===== config.mk =====
export PLATFORM = sky130hd
export DESIGN_NAME = fetch_unit
export DESIGN_NICKNAME = d
export VERILOG_FILES = /design/src/rtl/fetch_unit.sv
export SDC_FILE = /design/constraint.sdc
export NUM_CORES = 1
export LEC_CHECK = 0
export CORE_MARGIN = 4
export CORE_UTILIZATION = 52
export DETAILED_ROUTE_END_ITERATION = 7
export PLACE_DENSITY = 0.8
export SLEW_MARGIN = 20
export SYNTH_ARGS = -nofsm -noshare
export SYNTH_HDL_FRONTEND = slang
export SYNTH_SLANG_ARGS = --single-unit
export TNS_END_PERCENT = 50

===== constraint.sdc =====
create_clock -name Clk -period 4.8 [get_ports Clk]
set_input_delay 0.96 -clock Clk [delete_from_list [all_inputs] [get_ports Clk]]
set_output_delay 0.96 -clock Clk [all_outputs]
set_load 0.005 [all_outputs]

===== src/rtl/fetch_unit.sv =====
// fetch_unit: instruction fetch stage. It owns the PC and issues word requests
// to instruction memory. A credit count caps in-flight plus buffered words at
// FIFO_DEPTH, so a response always finds a free FIFO slot. Words are presented
// to decode over valid/ready. A redirect flushes the FIFO and discards responses
// that are still in flight.
// Optional macro FETCH_STATS_EN adds the FetchCnt / DropCnt statistic outputs.
module fetch_unit #(
  parameter logic [31:0] RESET_PC   = 32'h0000_3000,
  parameter int unsigned FIFO_DEPTH = 2
) (
  input  logic        Clk,
  input  logic        Reset_n,
  output logic        ImemReq,
  output logic [31:0] ImemAddr,
  input  logic        ImemReady,
  input  logic        ImemRvalid,
  input  logic [31:0] ImemRdata,
  input  logic        Redirect,
  input  logic [31:0] RedirectPC,
  output logic        InstrValid,
  input  logic        InstrReady,
  output logic [31:0] Instruction,
  output logic [31:0] InstrPC
`ifdef FETCH_STATS_EN
  ,
  output logic [31:0] FetchCnt,
  output logic [31:0] DropCnt
`endif
);

  localparam int unsigned PW = (FIFO_DEPTH > 1) ? $clog2(FIFO_DEPTH) : 1;
  localparam int unsigned CW = PW + 1;

  logic [31:0]   pc_q, pc_d;
  logic [31:0]   resp_pc_q, resp_pc_d;   // PC belonging to the next kept response
  logic [CW-1:0] pend_q, pend_d;         // accepted requests awaiting a response
  logic [CW-1:0] drop_q, drop_d;         // pending responses still to be discarded
  logic [CW-1:0] cnt_q, cnt_d;           // FIFO occupancy
  logic [PW-1:0] wr_ptr_q, wr_ptr_d;
  logic [PW-1:0] rd_ptr_q, rd_ptr_d;
  logic [31:0]   fifo_pc_q    [FIFO_DEPTH];
  logic [31:0]   fifo_instr_q [FIFO_DEPTH];

  logic          accept;
  logic          pop;
  logic          push;
  logic          discard;
  logic [CW:0]   in_use;
  logic [31:0]   redirect_pc;
  logic          unused_redirect_lsbs;

  assign redirect_pc          = {RedirectPC[31:2], 2'b00};
  assign unused_redirect_lsbs = ^RedirectPC[1:0];

  // Handshakes and outputs. A pop in this cycle frees a credit immediately,
  // which is what sustains one word per cycle with a two-entry FIFO at L=1.
  // A request raised on that credit stays legal next cycle because the pop has
  // already lowered the occupancy, so ImemAddr/ImemReq stay stable until accepted.
  always_comb begin
    in_use      = (CW+1)'(pend_q) + (CW+1)'(cnt_q);
    InstrValid  = (cnt_q != '0) && !Redirect;
    pop         = InstrValid && InstrReady;
    ImemReq     = Reset_n && !Redirect && ((in_use < (CW+1)'(FIFO_DEPTH)) || pop);
    ImemAddr    = pc_q;
    accept      = ImemReq && ImemReady;
    discard     = ImemRvalid && (Redirect || (drop_q != '0));
    push        = ImemRvalid && !discard;
    Instruction = InstrValid ? fifo_instr_q[rd_ptr_q] : 32'h0;
    InstrPC     = InstrValid ? fifo_pc_q[rd_ptr_q]    : 32'h0;
  end

  // Next-state logic for the PC, the credit counters and the FIFO pointers.
  // NOTE: every variable gets its hold value first, so no path can infer a latch.
  always_comb begin
    pc_d      = pc_q;
    resp_pc_d = resp_pc_q;
    drop_d    = drop_q;
    cnt_d     = cnt_q;
    wr_ptr_d  = wr_ptr_q;
    rd_ptr_d  = rd_ptr_q;
    pend_d    = pend_q + CW'(accept) - CW'(ImemRvalid);
    if (Redirect) begin
      pc_d      = redirect_pc;
      resp_pc_d = redirect_pc;
      drop_d    = pend_q - CW'(ImemRvalid);
      cnt_d     = '0;
      wr_ptr_d  = '0;
      rd_ptr_d  = '0;
    end else begin
      if (accept) pc_d = pc_q + 32'd4;
      if (ImemRvalid && (drop_q != '0)) drop_d = drop_q - CW'(1);
      if (push) begin
        resp_pc_d = resp_pc_q + 32'd4;
        wr_ptr_d  = wr_ptr_q + PW'(1);
      end
      if (pop) rd_ptr_d = rd_ptr_q + PW'(1);
      cnt_d = cnt_q + CW'(push) - CW'(pop);
    end
  end

  // Control state register with asynchronous reset.
  // NOTE: sequential state uses non-blocking assignments so every flop samples pre-edge values.
  always_ff @(posedge Clk or negedge Reset_n) begin
    if (!Reset_n) begin
      pc_q      <= RESET_PC;
      resp_pc_q <= RESET_PC;
      pend_q    <= '0;
      drop_q    <= '0;
      cnt_q     <= '0;
      wr_ptr_q  <= '0;
      rd_ptr_q  <= '0;
    end else begin
      pc_q      <= pc_d;
      resp_pc_q <= resp_pc_d;
      pend_q    <= pend_d;
      drop_q    <= drop_d;
      cnt_q     <= cnt_d;
      wr_ptr_q  <= wr_ptr_d;
      rd_ptr_q  <= rd_ptr_d;
    end
  end

  // FIFO storage: write the kept response together with its PC.
  // NOTE: the storage array has no reset; cnt_q alone decides which entries are valid.
  always_ff @(posedge Clk) begin
    if (push && !Redirect) begin
      fifo_pc_q[wr_ptr_q]    <= resp_pc_q;
      fifo_instr_q[wr_ptr_q] <= ImemRdata;
    end
  end

`ifdef FETCH_STATS_EN
  logic [31:0] fetch_cnt_q;
  logic [31:0] drop_cnt_q;

  // Statistics counters: words delivered to decode and responses thrown away.
  always_ff @(posedge Clk or negedge Reset_n) begin
    if (!Reset_n) begin
      fetch_cnt_q <= '0;
      drop_cnt_q  <= '0;
    end else begin
      if (pop)     fetch_cnt_q <= fetch_cnt_q + 32'd1;
      if (discard) drop_cnt_q  <= drop_cnt_q + 32'd1;
    end
  end

  assign FetchCnt = fetch_cnt_q;
  assign DropCnt  = drop_cnt_q;
`endif

endmodule


# Yosys cells after proc, flatten, opt, wreduce, memory -nomap -nowiden
# Memories as Yosys holds them, arrays and structs flattened.
# Index checks and enable logic that the tools add are counted.
[word_totals]
in_bits = 70
output_inout_bits = 98
n_memories = 2
mem_bits_rw = 128
wordCells = 55
register_bits = 72
[mem_list]
columns = ["memory", "depth", "word_bits", "read_ports", "rd_ports_with_merged_regs", "wr", "line", "source"]
rows = [
  ["fifo_instr_q", 2, 32, 1, 0, 1, "42", "logic [31:0] fifo_instr_q [FIFO_DEPTH];"],
  ["fifo_pc_q", 2, 32, 1, 0, 1, "41", "logic [31:0] fifo_pc_q [FIFO_DEPTH];"],
]
[op_classes]
n_mux = 15
n_addsub = 11
n_lt_le_gt_ge = 1
n_reduce_logical = 19
[op_table]
columns = ["operator", "count"]
rows = [
  ["32-bit 2-to-1 mux", 6],
  ["32-bit by 3-bit adder with 32-bit output (second input constant)", 2],
  ["2-bit nonzero test", 6],
  ["1-bit logical AND", 9],
  ["1-bit 2-to-1 mux", 6],
  ["2-bit 2-to-1 mux", 3],
  ["2-bit by 1-bit subtractor with 2-bit output", 3],
  ["2-bit by 1-bit adder with 2-bit output", 2],
  ["2-bit by 2-bit adder with 3-bit output", 1],
  ["3-bit by 2-bit less-than comparator with 1-bit output (second input constant)", 1],
  ["1-bit adder (second input constant)", 2],
  ["1-bit zero test", 2],
  ["1-bit logical OR", 2],
  ["2-bit by 1-bit subtractor with 2-bit output (second input constant)", 1],
]

# Longest topological paths before layout
# Gate-level depths: netlist of run 1.
[logic_depth]
depth_word = 8
ltp_mapped = 12
depth_no_buf = 11

# Worst setup path before layout of run 1
# No wires, ideal clock.
[synth_timing]
path_type = "input-to-reg"
start = "in Redirect"
end = "mem fifo_instr_q[0][0] (enable)"
path_buffers = 3
path_stages = 6
required_ps = 4318
t_arrival_ps = 4499
path_slack_ps = -182
setup_time_ps = 482
path_cell_list = "buf_2 inv_2 clkbuf_1 buf_1 nand3_1 nor2_1"
[synth_between]
elab_chain_len = 7
elab_cells_between_ends = 8
classes_between = "mux (2); reduce/logical (6)"
[synth_lines]
columns = ["item", "line", "source"]
rows = [
  ["start, declared", "18", "input logic Redirect,"],
  ["1-bit logical OR", "66", "discard = ImemRvalid && (Redirect || (drop_q != '0));"],
  ["1-bit logical AND", "66", ""],
  ["1-bit zero test", "67", "push = ImemRvalid && !discard;"],
  ["1-bit logical AND", "67", ""],
  ["1-bit logical AND (*)", "126", "if (push && !Redirect) begin"],
  ["1-bit 2-to-1 mux (*)", "126", ""],
  ["1-bit 2-to-1 mux (not written as such) (*)", "128", "fifo_instr_q[wr_ptr_q] <= ImemRdata;"],
  ["end, declared", "42", ""],
]
# Every way passes the cells marked *; elsewhere a longest branch is shown, timed or not.

# Worst setup path after layout of run 1
[layout_timing]
start = "in Redirect"
end = "out ImemReq"
[layout_between]
elab_chain_len = 5
elab_cells_between_ends = 6
classes_between = "reduce/logical (6)"
[layout_lines]
columns = ["item", "line", "source"]
rows = [
  ["1-bit zero test (*)", "61, 63", ""],
  ["1-bit logical AND", "61", "InstrValid = (cnt_q != '0) && !Redirect;"],
  ["1-bit logical AND", "62", "pop = InstrValid && InstrReady;"],
  ["1-bit logical OR", "63", "ImemReq = Reset_n && !Redirect && ((in_use < (CW+1)'(FIFO_DEPTH)) || pop);"],
  ["1-bit logical AND (*)", "63", ""],
  ["end, declared", "13", "output logic ImemReq,"],
]
# Marked as above.

==> results of run 1 <==
-- sequential cells by signal (all words and copies together) (netlist names) --
| register | cells |
|---|---|
| ImemAddr | 30 |
| cnt_q | 2 |
| drop_q | 2 |
| fifo_instr_q | 64 |
| fifo_pc_q | 60 |
| pend_q | 2 |
| rd_ptr_q | 1 |
| resp_pc_q | 30 |
| wr_ptr_q | 1 |
-- synth_stat cells, drive strengths merged (10+ instances only) --
cell type	n	area [µm²]
o21ai	10	61.3
or3	12	75.1
inv	15	56.3
buf	18	86.3
nand4	19	119
nand2b	11	68.8
nor3	10	50.1
xnor2	36	315
dfrtp	64	1600
edfxtp	124	3720
nand3	21	105
mux2i	64	641
o31a	15	131
nor4	17	106
a21boi	10	75.1
a21oi	22	114
mux2	11	128
clkbuf	21	78.8
nand2	27	101
nor2	105	394
-- cells by family after synthesis --
logic type | Yosys count
AO/OA/AOI/OAI | 80
XOR/XNOR | 43
adder cells (fa/ha/maj) | 9
buffers and inverters | 55
flip-flops | 192
multiplexers | 75
other | 1
AND/OR/NAND/NOR | 241
-- metrics by stage --
stage	power, mW	cell area (µm²)	worst slack, ns	TNS, ns
detailed placement	2.94	10500	0.755	0
global route	4.47	11100	0.583	0
global placement	2.90	10500	0.786	0
finish	4.26	11100	0.759	0
CTS	4.29	11100	0.755	0
floorplan	2.55	8670	-0.182	-22.54
-- worst min path at each step --
stage | startpoint | end | slack, ns
2_1_floorplan | resp_pc_q[31] | fifo_pc_q[0][31] | 0.46
3_5_place_dp | resp_pc_q[29] | fifo_pc_q[0][29] | 0.50
5_1_grt | resp_pc_q[31] | fifo_pc_q[1][31] | 0.53
4_1_cts | resp_pc_q[31] | fifo_pc_q[1][31] | 0.51
3_3_place_gp | resp_pc_q[11] | fifo_pc_q[0][11] | 0.50
6_report | resp_pc_q[29] | fifo_pc_q[0][29] | 0.52
-- layout make-up --
cell class | instances | area (µm²) | share of cell area, %
Timing Repair Buffer | 168 | 1680 | 15.2
Tap cell | 216 | 270 | 2.44
Sequential cell | 192 | 5430 | 49.2
Clock inverter | 12 | 97.6 | 0.883
Inverter | 16 | 61.3 | 0.555
Multi-Input combinational cell | 452 | 3030 | 27.4
Clock buffer | 20 | 479 | 4.33
-- placed cells by master (no fill, tap or decap), drive strengths merged, types with 2 or more instances in the layout --
cell type      instances
inv                   23
buf                    8
o21ai                 10
or3                   12
nand3                 21
nor4                  17
a2111oi                3
clkinv                 3
a211oi                 5
nor2                 105
ha                     8
o31a                  15
xor2                   7
mux2i                 64
clkinvlp               2
a21boi                10
clkbuf                20
edfxtp               124
a21oi                 22
dfstp                  4
clkdlybuf4s50        160
xnor2                 36
nand2                 27
nand2b                11
or4                    4
nor4b                  2
nor3                  10
mux2                  11
dfrtp                 64
and4                   5
o311ai                 2
and3                   5
o31ai                  2
nand4                 19
conb                   4
a31oi                  9
-- power groups by stage --
stage	logic (mW)	clock network [mW]	registers, mW
final	0.802	1.35	2.11
after global routing	0.892	1.45	2.13
after CTS	0.810	1.37	2.10
after detailed placement	0.800	0	2.14
after global placement	0.775	0	2.12
after floorplan	0.493	0	2.06
-- metal layers --
layer	up-vias	track usage [%]	share of wire (%)
met5	-	0	0
met4	0	7.10	1.7
met3	26	5.04	7.8
met2	262	31.8	47
met1	2901	28.9	44
li1	2844	-	-
-- critical path: stages --
cell             delay [ns]
clkdlybuf4s50_1        0.57
inv_2                  0.09
o21ai_4                0.35
clkinv_2               0.22
a21oi_2                0.34
nor3_1                 0.09
clkdlybuf4s50_1        0.46
==> run summary, run 1 <==
Final hold slack - 0.516 ns
Sw Share - 27.3%
Crit path from - Redirect
Seq pwr share - 49.4%
DIE WIDTH - 137 µm
Utilization after layout - 68.6%
Worst Max-Slew Pin Slew - 1.11 ns
Synth warn - 0
Drt total wl - 18800 µm
Prevailing post-synth register cell - edfxtp_1
Vias - 6033
Initial antenna violation count - 0
Simple-gate share of the synthesized area - 13.4%
Final Skew - 0.00980 ns
First-pass GRT wire length - 30200 µm
Area of the core - 0.0161 mm²
FF+latch count, synth - 192
Maximum VDD drop - 0.271 mV
Routed len/inst - 17.4 µm
Worst EP required - 3.84 ns
Synth Instances - 696
Max Cap Viol - 0
Initial core utilization - 53.7%
Full die area - 0.0188 mm²
WP data arrival - 3.08 ns
R2R Path Start - ImemAddr[12]
Final nets - 926
All-Layer GR Usage - 20.6%
Clk buf depth - 2
CTS tree - yes
Static Leak - 3.76 nW
Number of inserted diodes - 0
Sw power - 1.16 mW
Io pins - 168
Layout area overhead - 27.7%
Final hold vios - 0
Num rows - 46
Fill cells - 1106
DRT Pass-1 Iters - 5
Global route total overflow - 0
Final setup fails - 0
Final ANT Viol Nets - 0
Async SR Flop Fraction - 35.4%
Detailed Place HPWL - 12700 µm
Synth Area in Compound Gates - 6.62%
Clock power share - 31.8%
Period Utilization, post-route - 84.2%
Count of cell types in the netlist - 49
WS Path Type - in2out
Die Ht - 137 µm
Cts bufs inserted - 17
Post-CTS sizing - 0
Hold_buf cts - 0
R2R Path End - ImemAddr[28]
Largest net degree at the start of global routing - 74
Worst Hold Class - reg2reg
Adder-Cell Fraction of Synth Area - 1.39%
RSZ-0062 raised after global routing - false
Cell Pwr Density - 386 mW/mm²
Worst-path clk slew - 0.07 ns
Mean post-synth cell area - 12.4 µm²
Seq/Total Area, Yosys - 62.7%
Path depth of the worst reg2reg path - 5
Largest family of logic cells by synthesized area - simple AND/OR/NAND/NOR gates
Share of layout cells above drive strength 1 - 6.98%
DR iter-0 viols - 374
IO buf count - 161
Tmin final - 4.04 ns
Hold depth - 0
Slew headroom - 26.0%
Routability Congestion - 0.917
Post-route insts no fill - 1076
Vias in the first global route - 6074
Clk_lat worst skew - 0.42 ns
Synth Cell Area - 0.00866 mm²
Slew Limit Fails - 0
Multiplexer share of the synthesized area - 8.87%
Postcts setup bufs - 0
Fmax - 0.247 GHz
CP endpoint kind - output pin
Outcome - completed
XOR/XNOR Fraction of Synth Area - 4.35%
Post-synth EDFFs - 124
Startpoint Class - primary input
Critical Path End - ImemReq
CTS H-tree depth - 4
Root buffer cell - clkbuf_16
Int Pwr - 3.10 mW
Residual DRC - 0
CTS Sinks - 192
Combinational Power Share - 18.8%
Post-Place Cells - 1044
Reg2reg setup slack - 1.55 ns
Critical-path maximum fanout - 36
Vias per cell - 5.61
(Power assumes the default switching activity.)
==> inputs of run 2 (changes only) <==
Settings changed: CORE_UTILIZATION 52 to 47, PLACE_DENSITY 0.8 to 0.76.
Clock period 4.8 ns to 3.36 ns, I/O delays scaled along.
==> run 2 against run 1 <==
Against the previous run:
- setup slack worse by 0.48 ns
- register-to-register slack worse by 0.98 ns
- sequential cell count stayed put
- hold slack got worse by 0.0021 ns
- via count shrank 1.6%
- critical path depth down 1
- combinational power rose by 52%
- critical path type is now reg2out
- critical endpoint unchanged
- die area increased by 10%
- wire length is 2.2% lower
- clock-buffer cell count stayed put
- sequential power increased by 40%
- final cell count up 2.0%
==> run summary, run 2 (synthesis gave the netlist of run 1 again) <==
CP endpoint kind - output pin
Max Cap Viol - 0
Post-CTS sizing - 0
Cts bufs inserted - 17
WP data arrival - 2.41 ns
Die Ht - 144 µm
Largest net degree at the start of global routing - 71
Slew headroom - 40.2%
Global route total overflow - 0
Static Leak - 3.84 nW
Placement Cell Area - 0.0106 mm²
First-pass GRT wire length - 29700 µm
CP Buf/Inv Count - 1
Fmax - 0.324 GHz
Residual DRC - 0
Post-Place Cells - 1066
Worst-path clk slew - 0.06 ns
Final ANT Viol Nets - 0
Largest register by flop count - fifo_instr_q
CTS H-tree depth - 4
DIE WIDTH - 144 µm
Number of inserted diodes - 0
Slowest cell on crit path - clkdlybuf4s50_1
Detailed Place HPWL - 12600 µm
Final nets - 935
Vias in the first global route - 5847
Register cell area after layout - 0.00543 mm²
Layout area overhead - 29.9%
Final hold vios - 0
IO buf count - 161
Worst Max-Slew Pin Slew - 0.897 ns
Post-route insts no fill - 1097
Startpoint Class - register
All-Layer GR Usage - 18.4%
Critical-path maximum fanout - 4
Fin area - 0.0112 mm²
Initial core utilization - 48.0%
Maximum VDD drop - 0.379 mV
Area of the core - 0.0180 mm²
Biggest regs - fifo_instr_q x64, fifo_pc_q x60
Full die area - 0.0207 mm²
Worst path max stage delay - 0.54 ns
Utilization after layout - 62.4%
DR iter-0 viols - 316
Slew Limit Fails - 0
Most frequent cells in the layout - clkdlybuf4s50_1, edfxtp_1, nor2_1, mux2i_1, dfrtp_1
DRT Pass-1 Iters - 5
Routed len/inst - 16.7 µm
Final setup fails - 0
Num rows - 49
Tmin final - 3.08 ns
Hold_buf cts - 0
WS Path Type - reg2out
Routability Congestion - 0.795
Crit-path cells - and2_1, fa_1, nor2_1, a21oi_2, nor3_1, clkdlybuf4s50_1
Multi-input gate area - 0.00303 mm²
Outcome - completed
CTS Sinks - 192
Clk_lat worst skew - 0.42 ns
Root buffer cell - clkbuf_16
Cell Pwr Density - 567 mW/mm²
Worst Hold Class - reg2reg
Io pins - 168
Final hold slack - 0.514 ns
Initial antenna violation count - 0
Final Skew - 0.0128 ns
CP top delay family - buffers and inverters
Clk buf depth - 2
Vias per cell - 5.41
TNS Setup - 0 ns
Drt total wl - 18300 µm
Fill cells - 1441
Period Utilization, post-route - 91.7%
Postcts setup bufs - 0
Share of layout cells above drive strength 1 - 7.49%
Worst EP required - 2.69 ns
Vias - 5934
CTS tree - yes
RSZ-0062 raised after global routing - false
Max FFs per register - 64
Commonest non-fill, non-tap cell in the layout - clkdlybuf4s50_1
==> run 2: metrics by stage <==
step                      worst slack, ns  total power, mW
after floorplan                    -0.327             3.65
after global placement              0.192             4.20
after detailed placement            0.173             4.24
after CTS                           0.242             6.45
after global routing               0.0994             6.70
final                               0.278             6.38
==> run 2: worst reg2reg max path, stage by stage, from the launching register on <==
cell       delay (ns)
dfrtp_1          0.43
and2_1           0.17
fa_1             0.43
nor2_1           0.18
a21oi_2          0.07
or4_1            0.65
mux2_1           0.36
a2111oi_1        0.38
==> run 2: layer usage <==
metal	wire length (µm)	part of all wire, %	track usage (%)	vias up
met5	0	0	0	-
li1	-	-	-	2861
met3	961	5.2	4.33	10
met4	126	0.69	3.82	0
met1	8520	46	25.5	2894
met2	8740	48	30.1	169
==> run 2: path summary, 6_finish.rpt <==
kind | startpoint | to | slack, ns | cells after the start
max | cnt_q[0] | ImemReq | 0.28 | 6
min | resp_pc_q[29] | fifo_pc_q[0][29] | 0.51 | 0
max reg2reg | cnt_q[0] | ImemAddr[28] | 0.57 | 7
min reg2reg | resp_pc_q[29] | fifo_pc_q[0][29] | 0.51 | 0
max in group asynchronous | Reset_n | rd_ptr_q | 2.11 | 2
min in group asynchronous | Reset_n | ImemAddr[2] | 0.56 | 2
==> run 2: power breakdown <==
group	total, mW	internal [mW]	switching, mW
combinational	1.22	0.651	0.569
clock	2.20	1.39	0.809
sequential	2.96	2.76	0.199
total	6.38	4.80	1.58
==> run 2: cell type report <==
type / count / area share, %
inverters: 16 / 0.545
flip-flops and latches: 192 / 48.3
repair buffers: 177 / 15.9
clock inverters: 11 / 1.87
multi-input cells: 452 / 26.9
well taps: 229 / 2.55
clock buffers: 20 / 3.88
